**src/rtl/mem_ctrl_pkg.sv**
```systemverilog
// mem_ctrl_pkg: shared types and constants for the memory access controller.
//   state_t    - controller FSM states
//   PORT_IF/D  - request port identifiers (instruction fetch / load-store)
//   DEF_*_W    - default RAM address and data widths
package mem_ctrl_pkg;

    localparam int DEF_ADDR_W = 8;
    localparam int DEF_DATA_W = 32;

    localparam logic PORT_IF = 1'b0;
    localparam logic PORT_D  = 1'b1;

    typedef enum logic [1:0] {
        IDLE   = 2'd0,
        ACCESS = 2'd1,
        WAIT   = 2'd2,
        RESP   = 2'd3
    } state_t;

endpackage

```
**src/rtl/mem_arb.sv**
```systemverilog
// mem_arb: combinational fixed-priority grant between the fetch and data ports.
//   enable        in   controller can take a request this cycle
//   if_req_valid  in   fetch request
//   d_req_valid   in   load/store request
//   if_req_ready  out  fetch accepted
//   d_req_ready   out  data accepted
//   grant_port    out  port that wins when a request is taken
module mem_arb
    import mem_ctrl_pkg::*;
(
    input  logic enable,
    input  logic if_req_valid,
    input  logic d_req_valid,
    output logic if_req_ready,
    output logic d_req_ready,
    output logic grant_port
);

    // Data port always wins; a waiting fetch has no starvation protection.
    always_comb begin
        d_req_ready  = enable & d_req_valid;
        if_req_ready = enable & if_req_valid & ~d_req_valid;
        grant_port   = d_req_valid ? PORT_D : PORT_IF;
    end

endmodule

```
**src/rtl/mem_ctrl.sv**
```systemverilog
// mem_ctrl: sequences one single-port RAM access at a time for the fetch and
// load/store ports and returns registered responses.
//   clk, reset_n             clock, synchronous active-low reset
//   if_req_*, if_addr        fetch request handshake and address
//   if_rsp_valid/data        fetch response pulse and word
//   d_req_*, d_addr, d_wdata load/store request handshake, address, store data
//   d_rsp_valid/data         load data or store ack pulse, load word
//   ram_*                    RAM address, write data, enables, read data
//
// state  | meaning
// IDLE   | ready for a new request
// ACCESS | RAM enable asserted for the latched request
// WAIT   | read data returning from RAM, captured this cycle
// RESP   | response pulse to the owning port
module mem_ctrl
    import mem_ctrl_pkg::*;
#(
    parameter int ADDR_W = DEF_ADDR_W,
    parameter int DATA_W = DEF_DATA_W
)(
    input  logic              clk,
    input  logic              reset_n,
    input  logic              if_req_valid,
    output logic              if_req_ready,
    input  logic [ADDR_W-1:0] if_addr,
    output logic              if_rsp_valid,
    output logic [DATA_W-1:0] if_rsp_data,
    input  logic              d_req_valid,
    output logic              d_req_ready,
    input  logic              d_req_we,
    input  logic [ADDR_W-1:0] d_addr,
    input  logic [DATA_W-1:0] d_wdata,
    output logic              d_rsp_valid,
    output logic [DATA_W-1:0] d_rsp_data,
    output logic [ADDR_W-1:0] ram_address,
    output logic [DATA_W-1:0] ram_data_in,
    output logic              ram_write_enable,
    output logic              ram_read_enable,
    input  logic [DATA_W-1:0] ram_data_out
);

    state_t            state;
    state_t            state_next;

    logic [ADDR_W-1:0] req_addr;
    logic [DATA_W-1:0] req_wdata;
    logic              req_we;
    logic              req_port;

    logic              arb_enable;
    logic              grant_port;
    logic              accept;

    logic [ADDR_W-1:0] sel_addr;
    logic [DATA_W-1:0] sel_wdata;
    logic              sel_we;

    logic              read_en_next;
    logic              write_en_next;
    logic              if_rsp_next;
    logic              d_rsp_next;
    logic              capture;

    // Ready is held low while reset is asserted, even though the state is IDLE.
    assign arb_enable = reset_n & (state == IDLE);

    mem_arb u_arb (
        .enable       (arb_enable),
        .if_req_valid (if_req_valid),
        .d_req_valid  (d_req_valid),
        .if_req_ready (if_req_ready),
        .d_req_ready  (d_req_ready),
        .grant_port   (grant_port)
    );

    // Each ready already includes its valid.
    assign accept = if_req_ready | d_req_ready;

    always_comb begin
        sel_addr  = if_addr;
        sel_wdata = '0;
        sel_we    = 1'b0;
        if (grant_port == PORT_D) begin
            sel_addr  = d_addr;
            sel_wdata = d_wdata;
            sel_we    = d_req_we;
        end
    end

    always_ff @(posedge clk) begin
        if (!reset_n) begin
            state <= IDLE;
        end else begin
            state <= state_next;
        end
    end

    always_comb begin
        state_next = state;
        case (state)
            IDLE:    if (accept) state_next = ACCESS;
            ACCESS:  state_next = req_we ? RESP : WAIT;
            WAIT:    state_next = RESP;
            RESP:    state_next = IDLE;
            default: state_next = IDLE;
        endcase
    end

    // Next values for the registered outputs, so enables and response pulses
    // come straight from flops.
    always_comb begin
        read_en_next  = 1'b0;
        write_en_next = 1'b0;
        if_rsp_next   = 1'b0;
        d_rsp_next    = 1'b0;
        capture       = 1'b0;
        case (state)
            IDLE: begin
                read_en_next  = accept & ~sel_we;
                write_en_next = accept & sel_we;
            end
            ACCESS: begin
                if_rsp_next = req_we & (req_port == PORT_IF);
                d_rsp_next  = req_we & (req_port == PORT_D);
            end
            WAIT: begin
                capture     = 1'b1;
                if_rsp_next = (req_port == PORT_IF);
                d_rsp_next  = (req_port == PORT_D);
            end
            default: ;
        endcase
    end

    always_ff @(posedge clk) begin
        if (!reset_n) begin
            req_addr         <= '0;
            req_wdata        <= '0;
            req_we           <= 1'b0;
            req_port         <= PORT_IF;
            ram_read_enable  <= 1'b0;
            ram_write_enable <= 1'b0;
            if_rsp_valid     <= 1'b0;
            d_rsp_valid      <= 1'b0;
            if_rsp_data      <= '0;
            d_rsp_data       <= '0;
        end else begin
            ram_read_enable  <= read_en_next;
            ram_write_enable <= write_en_next;
            if_rsp_valid     <= if_rsp_next;
            d_rsp_valid      <= d_rsp_next;
            if (accept) begin
                req_addr  <= sel_addr;
                req_wdata <= sel_wdata;
                req_we    <= sel_we;
                req_port  <= grant_port;
            end
            if (capture) begin
                if (req_port == PORT_IF) begin
                    if_rsp_data <= ram_data_out;
                end else begin
                    d_rsp_data <= ram_data_out;
                end
            end
        end
    end

    assign ram_address = req_addr;
    assign ram_data_in = req_wdata;

endmodule

```
**config.mk**
```make
export PLATFORM = sky130hd
export DESIGN_NAME = mem_ctrl
export DESIGN_NICKNAME = d
export VERILOG_FILES = /design/src/rtl/mem_ctrl_pkg.sv /design/src/rtl/mem_arb.sv /design/src/rtl/mem_ctrl.sv
export SDC_FILE = /design/constraint.sdc
export NUM_CORES = 1
export LEC_CHECK = 0
export BUFFER_PORTS_ARGS = -buffer_cell sky130_fd_sc_hd__buf_2
export CORE_MARGIN = 2
export CORE_UTILIZATION = 46
export DETAILED_ROUTE_END_ITERATION = 10
export PLACE_DENSITY = 0.75
export REMOVE_ABC_BUFFERS = 1
export SYNTH_ARGS = -nofsm -noshare
export SYNTH_HDL_FRONTEND = slang
export SYNTH_HIERARCHICAL = 1
export SYNTH_SLANG_ARGS = --single-unit
export TNS_END_PERCENT = 50
```
**constraint.sdc**
```tcl
create_clock -name clk -period 2.1 [get_ports clk]
set_clock_uncertainty 0.05 [all_clocks]
set_input_delay 0.315 -clock clk [delete_from_list [all_inputs] [get_ports clk]]
set_output_delay 0.315 -clock clk [all_outputs]
set_load 0.01 [all_outputs]
```
-- Yosys cells after proc, flatten, opt, wreduce, memory -nomap -nowiden
Cells that the tools add are included.
- register bits after elaboration: 112
- bits of input ports: 85
- output and inout port bits: 110
- logic and storage cells: 41
- eq/ne operators: 4
- multiplexer cells: 10
- bitwise gates (word level): 12
- reductions and logical operators: 4
- operators by type and width (cell ; number):
    32-bit 2-to-1 mux ; 1
    1-bit AND ; 8
    8-bit 2-to-1 mux ; 1
    2-bit case mux with 4 select lines ; 1
    2-bit AND reduction ; 3
    2-bit equality test, second input constant ; 2
    1-bit 2-to-1 mux ; 4
    1-bit case mux with 2 select lines ; 2
    1-bit NOT ; 3
    2-bit by 1-bit equality test with 1-bit output, second input constant ; 1
    2-bit zero test ; 1
    2-bit 2-to-1 mux ; 1
    2-bit != test, second input constant ; 1
    1-bit bitwise OR ; 1

-- Depth between registers and ports, before layout
Gate-level depths: netlist of run 1.
- depth after elaboration: 7
- gate-level depth with buffers: 9
- mapped depth without buffers: 7

-- By module
Netlist of run 1, hierarchy kept.
- modules (own cells, without submodules) (module ; times used ; cells an instance ; area each (um^2) ; sequential area each (um^2)):
    mem_ctrl ; 1 ; 498 ; 4209.0 ; 2242.2
    mem_arb ; 1 ; 3 ; 23.8 ; 0.0

-- Least setup slack after synthesis of run 1
OpenSTA, ideal clock, no wires.
- path type: register -> register
- start point: register state[0]
- end point: register req_wdata[10], in the netlist ram_data_in[10]
- setup time: 0.132 ns
- arrival: 1.602 ns
- data required time: 1.918 ns
- path slack: 0.315 ns
- stages on the path, launching flop included: 10
- buffers on the path: 2
- period minus slack after synthesis: 1.785 ns
- path through: dfxtp_1 -> inv_1 -> ha_1 -> and2_1 -> and3b_1 -> or2_1 -> buf_6 -> buf_4 -> nand3_1 -> a21oi_1
- word-level cells in the longest chain between the ends: 5
- elaborated cells between the ends (all ways): 6
- classes of those cells: 5 x bitwise; 1 x reduce/logical
- ends and longest elaborated chain (what ; RTL line ; source):
    from (decl) ; mem_ctrl.sv:42 ; state_t state;
    from (signal assigned) ; mem_ctrl.sv:94 ; state <= state_next;
    2-bit zero test ; mem_ctrl.sv:65 ; assign arb_enable = reset_n & (state == IDLE);
    1-bit AND ; mem_ctrl.sv:65 ;
    via arb_enable ; mem_ctrl.sv:50 ; logic arb_enable;
    1-bit AND (2 in series) ; mem_arb.sv:22 ; if_req_ready = enable & if_req_valid & ~d_req_valid;
    via if_req_ready ; mem_ctrl.sv:24 ; output logic if_req_ready,
    1-bit bitwise OR ; mem_ctrl.sv:77 ; assign accept = if_req_ready | d_req_ready;
    to (signal assigned) ; mem_ctrl.sv:154 ; req_wdata <= sel_wdata;
    to (decl) ; mem_ctrl.sv:46 ; logic [DATA_W-1:0] req_wdata;
The timed path passes the listed nets, and every way through them passes these cells.
A chain may end at the register's enable or synchronous reset.

-- Worst setup path in the final report of run 1
- start point: register state[1]
- end point: register req_addr[5], in the netlist ram_address[5]
- word-level cells in the longest chain between the ends: 5
- elaborated cells between the ends (all ways): 6
- classes of those cells: 5 x bitwise; 1 x reduce/logical
- ends and longest elaborated chain (what ; RTL line ; source):
    2-bit zero test * ; mem_ctrl.sv:65 ;
    1-bit AND * ; mem_ctrl.sv:65 ;
    via arb_enable ; mem_ctrl.sv:50 ;
    1-bit AND (2 in series) ; mem_arb.sv:22 ;
    1-bit bitwise OR * ; mem_ctrl.sv:77 ;
    to (signal assigned) ; mem_ctrl.sv:153 ; req_addr <= sel_addr;
    to (decl) ; mem_ctrl.sv:45 ; logic [ADDR_W-1:0] req_addr;
Mark *: on every way through the listed nets, which the timed path passes. The rest lies on a longest branch.

==> results.md, run 1 <==
- Area after DPL: a little over 5000 um^2
- Worst EP required: approximately 2.3 ns
- CTS Hold Bufs: 0
- Pwr/cell area: slightly above 900 nW/um^2
- Overflow after GRT: 0
- Flops & latches, synth: 112
- Leading area contributor after synthesis: dfxtp_1
- Post-synth EDFFs: 0
- Final Wtd Congestion: 0.786
- Final nets: ~760
- First-pass GRT wire length: about 18 mm
- Die Area: 9990 um^2
- Setup crit end kind: register
- Hold Fails Final Rpt: 0
- Gate Count Post-Synth: 501
- Initial core utilization: 0.467
- Worst IR drop on VDD: between 0.4 and 0.5 mV
- M3 GR Usage: 0.0550
- Count of final max-slew check failures: 0
- CP max FO: 51
- CP arrival: between 2 and 2.5 ns
- Overall die height: between 90 and 100 um
- Pre-CTS worst setup slack: ~0.11 ns
- Grt met1 use: 0.267
- Antenna Nets Post-Route: 0
- Hold Crit Class: in -> reg
- Final WS setup: 0.141 ns
- Top_reg_cell synth: dfxtp_1
- Yosys cell types: 26
- Pleak: 2.38 nW
- Vias: 3,980
- Cts bufs inserted: 9
- Root buffer cell: clkbuf_8
- Mapped Area: between 4000 and 5000 um^2
- Std-Cell Rows: 35
- Crit-path cells: inv_1 > ha_1 > and2_1 > and2_2 > or2_2 > buf_12 > nor2_1 > a211oi_2
- Cell area after layout: 5340 um^2
- Share of layout cells above drive strength 1: 0.355
- Worst rel slew slack: 0.684
- Drt first-iter violations: 165
- RSZ-0062 raised after global routing: false
- Die Wd: 99.9 um
- CTS H-tree lvls: 3
- DP HPWL: between 7 and 8 mm
- Vias in the first global route: 3,728
- Final setup vio count: 0
- Min cycle time layout: 1.96 ns
- Buffers & Inverters on Critical Path: 2
- Register area share after synthesis: 0.530
- Core Area: a little over 9000 um^2
- Power, Total: around 0.005 W
- Post-Route WL: between 10 and 15 mm
- Ys Warns: 6
- Worst-case hold slack: 0.118 ns
- Initial antenna violation count: 0
- Final period utilization: 0.933
- Detailed Routing Iterations Pass 1: 5
- GRT met2 Usage: 0.369
- Maximum clock rate: between 0.5 and 0.6 GHz
- Clk Latency, worst-skew pair: about 0.34 ns
- Synth-to-Final Area Change: 26.2%
- Clock-pin transition on the worst setup and hold timing paths: 0.09 ns
- Top Family by Delay on Critical Path: simple AND/OR/NAND/NOR gates
- Routed len/inst: roughly 14 um
- Clock sinks: 112
- Vias per cell: approximately 5
- Slew at the pin with the worst max-slew slack: about 0.47 ns
- Async set-or-reset flop fraction in the synthesized netlist: 0
- Avg Inst Size Synth: about 8.4 um^2
- Commonest cells post-synth: nand2_1, dfxtp_1, a21oi_1
- Largest net degree at the start of global routing: 68
- Startpoint types: register
- Total track usage: 0.216
- Most numerous cell in the Yosys netlist: nand2_1
- Drc violations: 0
- Synth top area cells: dfxtp_1, nand2_1, a21oi_1
- IO Port Bufs: a little under 200
- CTS tree: yes
- IO Count: approximately 200
- Status: finished, final reports clean
- CP peak stage delay: ~0.4 ns
- ANT cells: 0
- CTS Buffer Depth: 2
- Most Used Layer, Global Route: met2
- Critical path class: reg -> reg
- Max-Cap Viols: 0
- Yosys top cell area share: 0.530
- Slowest-stage cell, CP: dfxtp_1
## path summary, 6_finish.rpt
check	to	start	slack [ns]	depth (start not counted)
worst min register to register	if_rsp_data[24]$_SDFFE_PN0P_	if_rsp_data[24]$_SDFFE_PN0P_	0.40	2
worst min-delay path	ram_read_enable$_SDFF_PN0_	d_req_we	0.12	2
worst max register to register	ram_address[5]$_SDFFE_PN0P_	state[1]$_SDFFE_PN0P_	0.14	8
worst max-delay path	ram_address[5]$_SDFFE_PN0P_	state[1]$_SDFFE_PN0P_	0.14	8
## what timing repair did
action,CTS,global route
gates resized for setup,0,1
setup buffers,0,0
setup endpoints to repair,0,1
## layout make-up
| class | instances | area (um^2) |
|---|---|---|
| fillers | 835 | 3720 |
| flip-flops and latches | 112 | 2240 |
| multi-input cells | 346 | 1710 |
| repair buffers | 203 | 1060 |
| well taps | 111 | 139 |
| clock buffers | 9 | 124 |
| clock inverters | 6 | 56.3 |
| inverters | 3 | 12.5 |
## layout by cell type, fill, tap and decap left out, types with 2 or more instances in the layout
| cell type | netlist | layout |
|---|---|---|
| a21oi_1 | 94 | 94 |
| clkinv_4 | 0 | 2 |
| buf_12 | 0 | 2 |
| a211oi_2 | 8 | 8 |
| buf_4 | 6 | 7 |
| and2_1 | 2 | 2 |
| clkinv_2 | 0 | 2 |
| clkbuf_8 | 0 | 9 |
| inv_6 | 0 | 2 |
| nor2_1 | 10 | 9 |
| nor3b_1 | 2 | 2 |
| a21oi_2 | 8 | 8 |
| nor2_2 | 1 | 2 |
| ha_1 | 4 | 4 |
| inv_1 | 2 | 2 |
| nand2_1 | 168 | 168 |
| dfxtp_1 | 112 | 112 |
| buf_2 | 15 | 194 |
| mux2i_1 | 9 | 9 |
| nand3_1 | 33 | 33 |
## logic make-up (layout without fill, tap and decap cells)
| family | count (synthesis) | count (layout) | synth area share |
|---|---|---|---|
| simple gates | 222 | 222 | 0.215 |
| flops | 112 | 112 | 0.530 |
| compound gates | 111 | 111 | 0.153 |
| buf+inv | 43 | 221 | 0.0683 |
| mux | 9 | 9 | 0.0213 |
| fa+ha+maj | 4 | 4 | 0.0118 |
## where the power goes
part	switching (W)	internal, W	leakage, nW
sequential	0.000113	0.00234	0.908
combinational	0.000793	0.000492	1.38
clock	0.000724	0.000447	0.0928
total	0.00163	0.00328	2.38
## metal layers
layer  up-vias  routed length, um  part of all wire
li1       1998                  -                 -
met1      1801               4370              0.40
met2       160               5490              0.50
met3        21                861             0.079
met4         0                248             0.023
met5         -                  0                 0
## sequential cells by signal, summed over array words and instances (netlist names)
register / flops
d_rsp_data: 32
req_we: 1
d_rsp_valid: 1
if_rsp_data: 32
req_port: 1
state: 2
ram_write_enable: 1
ram_address: 8
ram_data_in: 32
ram_read_enable: 1
if_rsp_valid: 1
## worst register-to-register path, cell delays in order, from the launching register on
cell	delay (ns)
dfxtp_1	0.39
inv_1	0.10
ha_1	0.20
and2_1	0.16
and2_2	0.20
or2_2	0.33
buf_12	0.19
nor2_1	0.17
a211oi_2	0.06
## through the flow
step,std cells,util,setup TNS [ns]
floorplan,461,-,-13.15
global placement,775,0.569,0
detailed placement,775,0.569,0
CTS,790,0.589,0
global route,790,0.590,0
finish,790,0.590,0
(Power assumes the default switching activity.)
==> run 2, diff against run 1 <==
SETUP_SLACK_MARGIN = 0.15   (was default)
==> run 2 against run 1 <==
Clock-buffer cell count did not move. Sequential share of layout area decreased by 0.34 points. Critical endpoint is now if_req_ready. Critical path type is now reg -> out. Global-route usage increased by 0.49 points. Flip-flop and latch count unchanged. Non-clock buffer count up 2. Critical path depth down 3.
==> results.md, run 2 (synthesis gave the netlist of run 1 again) <==
- Final period utilization: 0.882
- Reg2reg path depth: 7
- Startpoint types: register
- Final Wtd Congestion: between 0.7 and 0.8
- Most frequent cells in the layout: buf_2, nand2_1, dfxtp_1
- Worst rel slew slack: 0.688
- First-pass GRT wire length: approximately 18 mm
- Overall die height: approximately 100 um
- Std-Cell Rows: 35
- Cts bufs inserted: 9
- Maximum clock rate: ~0.54 GHz
- CP max FO: 4
- Max-Cap Viols: 0
- Setup crit end kind: output port
- Overflow after GRT: 0
- DP HPWL: around 7.7 mm
- Detailed Routing Iterations Pass 1: 4
- Commonest non-fill, non-tap cell in the layout: buf_2
- Vias per cell: around 5.1
- Hold Crit Class: in -> reg
- Pre-CTS worst setup slack: 0.112 ns
- Drt first-iter violations: roughly 150
- Reg2Reg Setup Slack: roughly 0.25 ns
- Status: finished, final reports clean
- CTS H-tree lvls: 3
- Total track usage: 0.221
- Root buffer cell: clkbuf_8
- Largest net degree at the start of global routing: 68
- Initial core utilization: 0.467
- CTS Buffer Depth: 2
- Final WS setup: 0.248 ns
- Initial antenna violation count: 0
- Final setup vio count: 0
- Pleak: roughly 2.4 nW
- IO Count: a little under 200
- Min cycle time layout: around 1.9 ns
- Hold Fails Final Rpt: 0
- Synth-to-Final Area Change: 27.4%
- Power, Total: between 0.005 and 0.006 W
- Clock-pin transition on the worst setup and hold timing paths: around 0.09 ns
- Clk Latency, worst-skew pair: 0.34 ns
- IO Port Bufs: 194
- Vias in the first global route: approximately 3,800
- Core Area: a little over 9000 um^2
- Final TNS setup: 0 ns
- Die Wd: roughly 100 um
- Vias: 4,029
- Critical path class: reg -> out
- CP arrival: roughly 1.5 ns
- Drc violations: 0
- Clock sinks: approximately 110
- Fill cells: just over 800
- Final core utilization: 0.595
- ANT cells: 0
- Worst IR drop on VDD: 0.437 mV
- Worst EP required: between 1.5 and 2 ns
- Routed len/inst: approximately 14 um
- Slew at the pin with the worst max-slew slack: 0.467 ns
- Count of final max-slew check failures: 0
- RSZ-0062 raised after global routing: false
- Crit-path cells: inv_1 > ha_2 > and2_4 > and3b_2 > buf_2
- Final nets: approximately 770
- Antenna Nets Post-Route: 0
- CTS tree: yes
- Post-Route WL: approximately 11 mm
- Cells on Worst Hold Path: 2
- Die Area: ~10000 um^2
- CP peak stage delay: 0.34 ns
- Share of layout cells above drive strength 1: 0.367
- Slowest-stage cell, CP: dfxtp_2
- Pwr/cell area: 927 nW/um^2
run 2: layer usage:
layer / track usage / routed length (um)
met5: 0 / 0
met4: 0.0738 / 252
met3: 0.0550 / 831
met2: 0.376 / 5600
met1: 0.276 / 4600
run 2: critical path: cells and delay by family (launching register included):
kind | cells | cell delay [ns]
flops | 1 | 0.34
simple gates | 2 | 0.37
buf+inv | 2 | 0.25
fa+ha+maj | 1 | 0.19
run 2: layout make-up:
cell class / instances / area [um^2] / area share
timing repair buffer: 205 / 1100 / 0.204
inverter: 3 / 12.5 / 0.00232
clock buffer: 9 / 124 / 0.0230
multi-input combinational: 346 / 1720 / 0.319
sequential: 112 / 2240 / 0.416
clock inverter: 6 / 56.3 / 0.0104
tap: 111 / 139 / 0.0257
run 2: per-stage QoR:
step                instance area (um^2)  hold slack (ns)  std cells
floorplan                           3960            0.354        461
global placement                    5160            0.385        775
detailed placement                  5160            0.393        775
CTS                                 5380            0.103        791
global route                        5390            0.108        792
finish                              5390            0.117        792
run 2: power breakdown:
group	leakage, nW	internal [W]	switching [W]
Sequential	0.908	0.00235	0.000113
Combinational	1.39	0.000542	0.000823
Clock	0.0928	0.000447	0.000728
Total	2.39	0.00334	0.00167
run 2: worst paths after layout:
check	from	end
min reg2reg	if_rsp_data[24]$_SDFFE_PN0P_	if_rsp_data[24]$_SDFFE_PN0P_
max reg2reg	state[1]$_SDFFE_PN0P_	state[1]$_SDFFE_PN0P_
max	state[1]$_SDFFE_PN0P_	if_req_ready
min	d_req_we	ram_read_enable$_SDFF_PN0_
run 2: timing repair:
| action | CTS | global route |
|---|---|---|
| resized for setup | 4 | 6 |
| cloned | 1 | 0 |
| hold buffers | 0 | 0 |
| pin swaps | 0 | 1 |
| endpoints found under the setup margin | 8 | 34 |
| setup buffers | 0 | 1 |
